===== src/rtl/apb2axi_txn_sched_if.sv =====
// ---------------------------------------------------------------------------
// apb2axi_txn_sched_if
//
// Bundle of every non-clock signal of the transaction issue scheduler.
//
//   cfg_enable      : when low, no new issue offers are started
//   pend_vld        : per-tag "pending issue" flags from the tag directory
//   pend_is_write   : per-tag direction (1 = write)
//   wr_data_full    : per-tag "write data fully buffered"
//   rd_issue_*      : read issue offer (vld/tag out, rdy in)
//   wr_issue_*      : write issue offer (vld/tag out, rdy in)
//   issued_pulse    : one-cycle per-tag flag, tag has just been issued
//   rd_done_*       : read completion (last beat seen)
//   wr_done_*       : write completion (B response seen)
//   rd_outst        : read tags in flight
//   wr_outst        : write tags in flight
//   sched_err       : sticky protocol error flag
//
// Modports:
//   master : the scheduler side (drives offers, counters, pulses, error)
//   slave  : the environment (directory + AXI request builders)
// ---------------------------------------------------------------------------
interface apb2axi_txn_sched_if #(
  parameter int TAG_NUM = 16,
  parameter int TAG_W   = 4,
  parameter int CNT_W   = 5
);

  logic               cfg_enable;
  logic [TAG_NUM-1:0] pend_vld;
  logic [TAG_NUM-1:0] pend_is_write;
  logic [TAG_NUM-1:0] wr_data_full;

  logic               rd_issue_vld;
  logic [TAG_W-1:0]   rd_issue_tag;
  logic               rd_issue_rdy;

  logic               wr_issue_vld;
  logic [TAG_W-1:0]   wr_issue_tag;
  logic               wr_issue_rdy;

  logic [TAG_NUM-1:0] issued_pulse;

  logic               rd_done_vld;
  logic [TAG_W-1:0]   rd_done_tag;
  logic               wr_done_vld;
  logic [TAG_W-1:0]   wr_done_tag;

  logic [CNT_W-1:0]   rd_outst;
  logic [CNT_W-1:0]   wr_outst;
  logic               sched_err;

  modport master (
    input  cfg_enable, pend_vld, pend_is_write, wr_data_full,
    output rd_issue_vld, rd_issue_tag,
    input  rd_issue_rdy,
    output wr_issue_vld, wr_issue_tag,
    input  wr_issue_rdy,
    output issued_pulse,
    input  rd_done_vld, rd_done_tag, wr_done_vld, wr_done_tag,
    output rd_outst, wr_outst, sched_err
  );

  modport slave (
    output cfg_enable, pend_vld, pend_is_write, wr_data_full,
    input  rd_issue_vld, rd_issue_tag,
    output rd_issue_rdy,
    input  wr_issue_vld, wr_issue_tag,
    output wr_issue_rdy,
    input  issued_pulse,
    output rd_done_vld, rd_done_tag, wr_done_vld, wr_done_tag,
    input  rd_outst, wr_outst, sched_err
  );

endinterface


===== src/rtl/apb2axi_txn_sched.sv =====
// ---------------------------------------------------------------------------
// apb2axi_txn_sched
//
// Issue scheduler between the tag directory and the AXI read/write request
// builders. Each direction has its own channel: a round-robin pick over the
// eligible tags, a two-state offer FSM, an in-flight bitmap and an
// outstanding counter. Completions retire tags; a completion for a tag that
// is not in flight in that direction is ignored and raises a sticky error.
//
// Ports:
//   pclk     : clock
//   presetn  : asynchronous, active-low reset
//   bus      : apb2axi_txn_sched_if.master (see the interface for signals)
//
// Parameters:
//   TAG_NUM, TAG_W        : number of tags and tag index width
//   MAX_RD_OUTST/WR_OUTST : per-direction in-flight limits (1..TAG_NUM)
//   CNT_W                 : outstanding counter width, must hold TAG_NUM
// ---------------------------------------------------------------------------
module apb2axi_txn_sched #(
  parameter int TAG_NUM      = 16,
  parameter int TAG_W        = 4,
  parameter int MAX_RD_OUTST = 8,
  parameter int MAX_WR_OUTST = 8,
  parameter int CNT_W        = 5
) (
  input logic                  pclk,
  input logic                  presetn,
  apb2axi_txn_sched_if.master  bus
);

  localparam int CH_RD = 0;
  localparam int CH_WR = 1;

  typedef enum logic {
    ST_IDLE  = 1'b0,
    ST_OFFER = 1'b1
  } ch_state_e;

  // Per-channel views, index CH_RD / CH_WR.
  logic [1:0][TAG_NUM-1:0] elig;
  logic [1:0][TAG_NUM-1:0] dir_inflight;
  logic [1:0][TAG_NUM-1:0] set_mask;
  logic [1:0][TAG_W-1:0]   offer_tag;
  logic [1:0][TAG_W-1:0]   done_tag;
  logic [1:0][CNT_W-1:0]   outst;
  logic [1:0]              offer_vld;
  logic [1:0]              req_rdy;
  logic [1:0]              done_vld;
  logic [1:0]              err_bit;

  logic [TAG_NUM-1:0]      inflight;
  logic [TAG_NUM-1:0]      issued_pulse_reg;
  logic                    sched_err_reg;

  // A tag in flight in either direction is never offered again until its
  // completion retires it, even if the directory keeps pend_vld high.
  assign inflight     = dir_inflight[CH_RD] | dir_inflight[CH_WR];
  assign elig[CH_RD]  = bus.pend_vld & ~bus.pend_is_write & ~inflight;
  assign elig[CH_WR]  = bus.pend_vld & bus.pend_is_write & bus.wr_data_full
                        & ~inflight;

  assign req_rdy      = {bus.wr_issue_rdy, bus.rd_issue_rdy};
  assign done_vld     = {bus.wr_done_vld, bus.rd_done_vld};
  assign done_tag[CH_RD] = bus.rd_done_tag;
  assign done_tag[CH_WR] = bus.wr_done_tag;

  genvar gi;
  generate
    for (gi = 0; gi < 2; gi++) begin : g_ch
      localparam logic [CNT_W-1:0] MAX_OUTST =
        (gi == CH_RD) ? CNT_W'(MAX_RD_OUTST) : CNT_W'(MAX_WR_OUTST);

      ch_state_e          state_reg, state_next;
      logic [TAG_W-1:0]   tag_reg, tag_next;
      logic [TAG_W-1:0]   ptr_reg, ptr_next;
      logic [CNT_W-1:0]   outst_reg, outst_next;
      logic [TAG_NUM-1:0] inflight_reg, inflight_next;
      logic [TAG_NUM-1:0] clr_mask;
      logic [TAG_W-1:0]   pick_tag;
      logic [TAG_W:0]     pick_idx;
      logic               pick_found;
      logic               hs;
      logic               done_in_range;
      logic               done_ok;

      // Round-robin pick: first eligible index at or above the pointer,
      // wrapping. Scanning offsets from high to low lets the smallest
      // offset win. The sum is one bit wider so the wrap also works when
      // TAG_NUM is not a power of two.
      always_comb begin
        pick_found = 1'b0;
        pick_tag   = '0;
        pick_idx   = '0;
        for (int i = TAG_NUM - 1; i >= 0; i--) begin
          pick_idx = {1'b0, ptr_reg} + (TAG_W+1)'(i);
          if (pick_idx >= (TAG_W+1)'(TAG_NUM)) begin
            pick_idx = pick_idx - (TAG_W+1)'(TAG_NUM);
          end
          if (elig[gi][pick_idx[TAG_W-1:0]]) begin
            pick_found = 1'b1;
            pick_tag   = pick_idx[TAG_W-1:0];
          end
        end
      end

      assign hs            = (state_reg == ST_OFFER) && req_rdy[gi];
      assign done_in_range = ({1'b0, done_tag[gi]} < (TAG_W+1)'(TAG_NUM));
      // A completion only counts if this direction has the tag in flight;
      // a tag being accepted this very cycle is not yet in flight.
      assign done_ok       = done_vld[gi] && done_in_range
                             && inflight_reg[done_tag[gi]];

      assign set_mask[gi]  = {{(TAG_NUM-1){1'b0}}, hs} << tag_reg;
      assign clr_mask      = {{(TAG_NUM-1){1'b0}}, done_ok} << done_tag[gi];

      // Offer FSM: the registered tag makes the offer appear one cycle after
      // the pick, and an offer is never withdrawn once made.
      always_comb begin
        state_next = state_reg;
        tag_next   = tag_reg;
        ptr_next   = ptr_reg;
        case (state_reg)
          ST_IDLE: begin
            if (bus.cfg_enable && pick_found && (outst_reg < MAX_OUTST)) begin
              state_next = ST_OFFER;
              tag_next   = pick_tag;
            end
          end
          ST_OFFER: begin
            if (req_rdy[gi]) begin
              state_next = ST_IDLE;
              ptr_next   = (tag_reg == TAG_W'(TAG_NUM - 1)) ? '0
                                                           : tag_reg + TAG_W'(1);
            end
          end
          default: state_next = ST_IDLE;
        endcase
      end

      // Bitmap and counter: accept and retire may coincide, in which case
      // both bitmap edits apply and the counter holds.
      always_comb begin
        inflight_next = (inflight_reg | set_mask[gi]) & ~clr_mask;
        outst_next    = outst_reg;
        if (hs && !done_ok) begin
          outst_next = outst_reg + CNT_W'(1);
        end else if (!hs && done_ok) begin
          outst_next = outst_reg - CNT_W'(1);
        end
      end

      always_ff @(posedge pclk or negedge presetn) begin
        if (!presetn) begin
          state_reg    <= ST_IDLE;
          tag_reg      <= '0;
          ptr_reg      <= '0;
          outst_reg    <= '0;
          inflight_reg <= '0;
        end else begin
          state_reg    <= state_next;
          tag_reg      <= tag_next;
          ptr_reg      <= ptr_next;
          outst_reg    <= outst_next;
          inflight_reg <= inflight_next;
        end
      end

      assign offer_vld[gi]    = (state_reg == ST_OFFER);
      assign offer_tag[gi]    = tag_reg;
      assign outst[gi]        = outst_reg;
      assign dir_inflight[gi] = inflight_reg;
      assign err_bit[gi]      = done_vld[gi] && !done_ok;
    end
  endgenerate

  // The issued pulse is registered so it lands in the same cycle the
  // in-flight bit and the counter reflect the accepted tag. Directions
  // partition the tag set, so the two masks never overlap.
  always_ff @(posedge pclk or negedge presetn) begin
    if (!presetn) begin
      issued_pulse_reg <= '0;
      sched_err_reg    <= 1'b0;
    end else begin
      issued_pulse_reg <= set_mask[CH_RD] | set_mask[CH_WR];
      sched_err_reg    <= sched_err_reg | (|err_bit);
    end
  end

  assign bus.rd_issue_vld = offer_vld[CH_RD];
  assign bus.rd_issue_tag = offer_tag[CH_RD];
  assign bus.wr_issue_vld = offer_vld[CH_WR];
  assign bus.wr_issue_tag = offer_tag[CH_WR];
  assign bus.issued_pulse = issued_pulse_reg;
  assign bus.rd_outst     = outst[CH_RD];
  assign bus.wr_outst     = outst[CH_WR];
  assign bus.sched_err    = sched_err_reg;

endmodule


===== src/flat_wrapper.sv =====
// flat-port wrapper written by rule: the top's interface ports become plain ports
module apb2axi_txn_sched_flat 
#(
  parameter int TAG_NUM      = 16,
  parameter int TAG_W        = 4,
  parameter int MAX_RD_OUTST = 8,
  parameter int MAX_WR_OUTST = 8,
  parameter int CNT_W        = 5
)
  (pclk, presetn, bus_cfg_enable, bus_pend_vld, bus_pend_is_write, bus_wr_data_full, bus_rd_issue_vld, bus_rd_issue_tag, bus_rd_issue_rdy, bus_wr_issue_vld, bus_wr_issue_tag, bus_wr_issue_rdy, bus_issued_pulse, bus_rd_done_vld, bus_rd_done_tag, bus_wr_done_vld, bus_wr_done_tag, bus_rd_outst, bus_wr_outst, bus_sched_err);
  apb2axi_txn_sched_if #(.TAG_NUM(TAG_NUM), .TAG_W(TAG_W), .CNT_W(CNT_W)) bus_i ();
  input logic pclk;
  input logic presetn;
  input wire logic [$bits(bus_i.cfg_enable)-1:0] bus_cfg_enable;
  input wire logic [$bits(bus_i.pend_vld)-1:0] bus_pend_vld;
  input wire logic [$bits(bus_i.pend_is_write)-1:0] bus_pend_is_write;
  input wire logic [$bits(bus_i.wr_data_full)-1:0] bus_wr_data_full;
  output wire logic [$bits(bus_i.rd_issue_vld)-1:0] bus_rd_issue_vld;
  output wire logic [$bits(bus_i.rd_issue_tag)-1:0] bus_rd_issue_tag;
  input wire logic [$bits(bus_i.rd_issue_rdy)-1:0] bus_rd_issue_rdy;
  output wire logic [$bits(bus_i.wr_issue_vld)-1:0] bus_wr_issue_vld;
  output wire logic [$bits(bus_i.wr_issue_tag)-1:0] bus_wr_issue_tag;
  input wire logic [$bits(bus_i.wr_issue_rdy)-1:0] bus_wr_issue_rdy;
  output wire logic [$bits(bus_i.issued_pulse)-1:0] bus_issued_pulse;
  input wire logic [$bits(bus_i.rd_done_vld)-1:0] bus_rd_done_vld;
  input wire logic [$bits(bus_i.rd_done_tag)-1:0] bus_rd_done_tag;
  input wire logic [$bits(bus_i.wr_done_vld)-1:0] bus_wr_done_vld;
  input wire logic [$bits(bus_i.wr_done_tag)-1:0] bus_wr_done_tag;
  output wire logic [$bits(bus_i.rd_outst)-1:0] bus_rd_outst;
  output wire logic [$bits(bus_i.wr_outst)-1:0] bus_wr_outst;
  output wire logic [$bits(bus_i.sched_err)-1:0] bus_sched_err;
  assign bus_i.cfg_enable = bus_cfg_enable;
  assign bus_i.pend_vld = bus_pend_vld;
  assign bus_i.pend_is_write = bus_pend_is_write;
  assign bus_i.wr_data_full = bus_wr_data_full;
  assign bus_rd_issue_vld = bus_i.rd_issue_vld;
  assign bus_rd_issue_tag = bus_i.rd_issue_tag;
  assign bus_i.rd_issue_rdy = bus_rd_issue_rdy;
  assign bus_wr_issue_vld = bus_i.wr_issue_vld;
  assign bus_wr_issue_tag = bus_i.wr_issue_tag;
  assign bus_i.wr_issue_rdy = bus_wr_issue_rdy;
  assign bus_issued_pulse = bus_i.issued_pulse;
  assign bus_i.rd_done_vld = bus_rd_done_vld;
  assign bus_i.rd_done_tag = bus_rd_done_tag;
  assign bus_i.wr_done_vld = bus_wr_done_vld;
  assign bus_i.wr_done_tag = bus_wr_done_tag;
  assign bus_rd_outst = bus_i.rd_outst;
  assign bus_wr_outst = bus_i.wr_outst;
  assign bus_sched_err = bus_i.sched_err;
  apb2axi_txn_sched #(.TAG_NUM(TAG_NUM), .TAG_W(TAG_W), .MAX_RD_OUTST(MAX_RD_OUTST), .MAX_WR_OUTST(MAX_WR_OUTST), .CNT_W(CNT_W)) u_core (.pclk(pclk), .presetn(presetn), .bus(bus_i));
endmodule

===== config.mk =====
export PLATFORM = sky130hd
export DESIGN_NAME = apb2axi_txn_sched_flat
export DESIGN_NICKNAME = d
export VERILOG_FILES = /design/src/rtl/apb2axi_txn_sched_if.sv /design/src/rtl/apb2axi_txn_sched.sv /design/src/flat_wrapper.sv
export SDC_FILE = /design/constraint.sdc
export NUM_CORES = 1
export LEC_CHECK = 0
export CORE_MARGIN = 8
export CORE_UTILIZATION = 45
export CTS_CLUSTER_SIZE = 30
export DETAILED_ROUTE_END_ITERATION = 6
export GPL_ROUTABILITY_DRIVEN = 0
export PLACE_DENSITY = 0.75
export SLEW_MARGIN = 20
export SYNTH_ARGS = -nofsm -noshare
export SYNTH_HDL_FRONTEND = slang
export SYNTH_SLANG_ARGS = --single-unit

===== constraint.sdc =====
create_clock -name pclk -period 6.9 [get_ports pclk]
set_input_delay 1.035 -clock pclk [delete_from_list [all_inputs] [get_ports pclk]]
set_output_delay 1.035 -clock pclk [all_outputs]
set_load 0.005 [all_outputs]

==> impl_metrics.csv <==
group,metric,value,unit
yosys,synth_cell_types,94,
sta,worstMarginPinSlew,1.19,ns
sta,rsz0062_at_grt,"no",
sta,final-max-slew-violation-count,0,
global_route,grt_overflow,0,
placement,detailed_place_hpwl,24700,um
yosys,async_flop_share,100,%
global_route,grt_pass1_vias,8905,
global_route,grt_start_max_net_pins,78,
sta,post-route-min-period,4.83,ns
status,run_status,"finished, final reports clean",
yosys,synth-edff-count,0,
clocking,cts_tree,"yes",
placement,buffer_ports.inserted,99,
clocking,clock_tree.root_cell,"sky130_fd_sc_hd__clkbuf_16",
sta,post-route-period-util,70.0,%
setup_path,worst_path_max_fanout,16,
final_layout,drive_above_1_share,11.6,%
clocking,clk-insertion-delay-late,0.34,ns
sta,timing.max_slew.rel_slack,20.3,%
yosys,post_synth_inst_count,982,
routing,drt_pre_antenna_iters,6,
floorplanning,die_area,24800,sq um
setup_path,critPathLaunchType,"register",
routing,vias_after_detailed_routing,9280,
global_route,antenna_found_initial,1,
clocking,clk_pin_slew,0.06,ns
placement,pre_cts_slack,2.04,ns
job,drv.max_cap_violation_count,0,
sta,final-hold-violation-count,0,
sta,setup_viol,0,
clocking,post_cts.repair.setup_buffers,0,
yosys,synth-seq-area-share,21.4,%
global_route,grt_usage,25.6,%
floorplanning,io-pin-count,100,
yosys,mappedNetlistArea,9000,sq um
setup_path,critPathRequiredTime,7.11,ns
floorplanning,fp.coreArea,19500,sq um
sta,timing.fmax,0.207,GHz
floorplanning,die_x,157,um
pwr,power_density,550,nW/um^2
final_layout,fillCellCount,1782,
setup_path,setup.worst_path.end_class,"register",
routing,post_dr_wirelength_cell,24.1,um
yosys,postSynth.topFlopCell,"sky130_fd_sc_hd__dfrtp_1",
global_route,global_route_wire_length_before_repair,49900,um
setup_path,r2r_slack,2.07,ns
pwr,leakage,0.00395,uW
final_layout,nNetsFinal,1143,
yosys,synthesis.nets,1071,
floorplanning,row_count,51,
clocking,ctsLongestPathBuffers,2,
sta,clock-skew-final,0.0119,ns
floorplanning,chipHeight,157,um
clocking,cts_hold_repair.buffers,0,
clocking,tritoncts.num_buffers,9,
clocking,count_of_instances_resized_after_the_clock_tree_is_built,0,
hold_path,min-delay-path-class,"register to register",
clocking,cts_htree_levels,3,
sta,setup_ws,2.07,ns
yosys,synth.yosys.warnings,0,
setup_path,arrival_time_of_the_worst_setup_path,5.04,ns
routing,detail-route-antenna-nets,0,
routing,detail_route.iter0.violations,1206,
final_layout,antenna_cells,0,
pwr,vdd.ir_drop.worst,0.000333,V
yosys,synthesis.area_per_instance,9.17,sq um
routing,via_per_inst,7.01,
routing,route.detailed.drc,0,
final_layout,flip_flop_count_of_the_largest_register_all_copies_and_words_added,32,
sta,final.setup.tns,0,ns
setup_path,path_class,"register to register",
routing,postRouteWirelength,31800,um
yosys,ys_ff_latch,77,
clocking,number_of_clock_sinks,77,
final_layout,layout-area-overhead-vs-synth,16.3,%
floorplanning,floorplan.initialDensity,46.1,%
-- critical path, cell delays in order (launching register included) --
cell and delay, ns:
sky130_fd_sc_hd__dfrtp_1 0.82, sky130_fd_sc_hd__inv_1 0.52, sky130_fd_sc_hd__ha_1 0.88, sky130_fd_sc_hd__inv_2 0.30
sky130_fd_sc_hd__mux4_2 0.56, sky130_fd_sc_hd__mux4_2 0.50, sky130_fd_sc_hd__and3_1 0.18, sky130_fd_sc_hd__a211oi_1 0.28
sky130_fd_sc_hd__nor3b_1 0.08, sky130_fd_sc_hd__o31a_1 0.29, sky130_fd_sc_hd__nor4b_2 0.21, sky130_fd_sc_hd__a21oi_1 0.06
-- cell usage in the layout (no fill, tap or decap), types with 28 or more instances in the layout --
cell type                         instances
sky130_fd_sc_hd__a21oi_1                 59
sky130_fd_sc_hd__a31oi_1                 28
sky130_fd_sc_hd__clkdlybuf4s50_1         98
sky130_fd_sc_hd__dfrtp_1                 76
sky130_fd_sc_hd__mux2i_1                 37
sky130_fd_sc_hd__mux4_2                  57
sky130_fd_sc_hd__nand2_1                 87
sky130_fd_sc_hd__nand3_1                 32
sky130_fd_sc_hd__nor2_1                  76
sky130_fd_sc_hd__o21ai_0                 38
sky130_fd_sc_hd__o22ai_1                 28
-- cell usage after synthesis, types with 26 or more instances --
cell                      number  area share, %
sky130_fd_sc_hd__nand2_1      87            3.6
sky130_fd_sc_hd__nor2_1       76            3.2
sky130_fd_sc_hd__o22ai_1      28            1.9
sky130_fd_sc_hd__nand3_1      32            1.8
sky130_fd_sc_hd__a31oi_1      28            1.9
sky130_fd_sc_hd__xnor2_1      26            2.5
sky130_fd_sc_hd__mux2i_1      37            4.1
sky130_fd_sc_hd__a21oi_1      59            3.3
sky130_fd_sc_hd__inv_1        26            1.1
sky130_fd_sc_hd__dfrtp_1      77             21
sky130_fd_sc_hd__o21ai_0      38            2.1
sky130_fd_sc_hd__mux4_2       57             14
-- metrics by stage --
| step | hold slack, ns | power (uW) | instances | util, % | area (sq um) |
|---|---|---|---|---|---|
| 6_report | 0.499 | 5760 | 1324 | 53.6 | 10500 |
| 3_3_place_gp | 0.480 | 5100 | 1307 | 52.1 | 10200 |
| 3_5_place_dp | 0.472 | 5160 | 1307 | 52.1 | 10200 |
| 2_1_floorplan | 0.467 | 4060 | 982 | - | 9000 |
| 4_1_cts | 0.494 | 5630 | 1323 | 53.5 | 10500 |
| 5_1_grt | 0.519 | 6120 | 1324 | 53.6 | 10500 |
-- metal layers --
layer  up-vias  GRT usage, %  wire [um]
li1       4063             -          -
met1      4445          32.7      12000
met2       649          40.0      14700
met3       123          5.90       3500
met4         0          13.2       1660
met5         -             0          0
-- worst paths after layout --
path,startpoint,to,cells after the start
setup / recovery,u_core.g_ch[0].ptr_reg[1],u_core.bus.rd_issue_tag[0],11
hold / removal,u_core.bus.sched_err,u_core.bus.sched_err,2
setup reg to reg,u_core.g_ch[0].ptr_reg[1],u_core.bus.rd_issue_tag[0],11
hold reg to reg,u_core.bus.sched_err,u_core.bus.sched_err,2
max in group asynchronous,presetn,u_core.g_ch[1].ptr_reg[0],2
min in group asynchronous,presetn,u_core.bus.wr_outst[0],1
-- cell families after synthesis --
family / share of synthesized area, %
buffers and inverters: 3.42
AO/OA/AOI/OAI: 21.7
multiplexers: 23.9
AND/OR/NAND/NOR: 21.9
adder cells (fa/ha/maj): 3.78
flip-flops: 21.4
XOR/XNOR: 3.88
-- power by group --
| part | switching, uW | internal, uW |
|---|---|---|
| sequential | 436 | 619 |
| clock | 194 | 255 |
| combinational | 2390 | 1860 |
-- layout make-up --
cell class | instances | area [sq um] | area share (%)
Sequential cell | 77 | 1930 | 18.4
Inverter | 34 | 128 | 1.22
Timing Repair Buffer | 103 | 1030 | 9.84
Tap cell | 265 | 332 | 3.17
Clock buffer | 10 | 239 | 2.28
Multi-Input combinational cell | 829 | 6770 | 64.6
Clock inverter | 6 | 46.3 | 0.442
(Power assumes the default switching activity.)
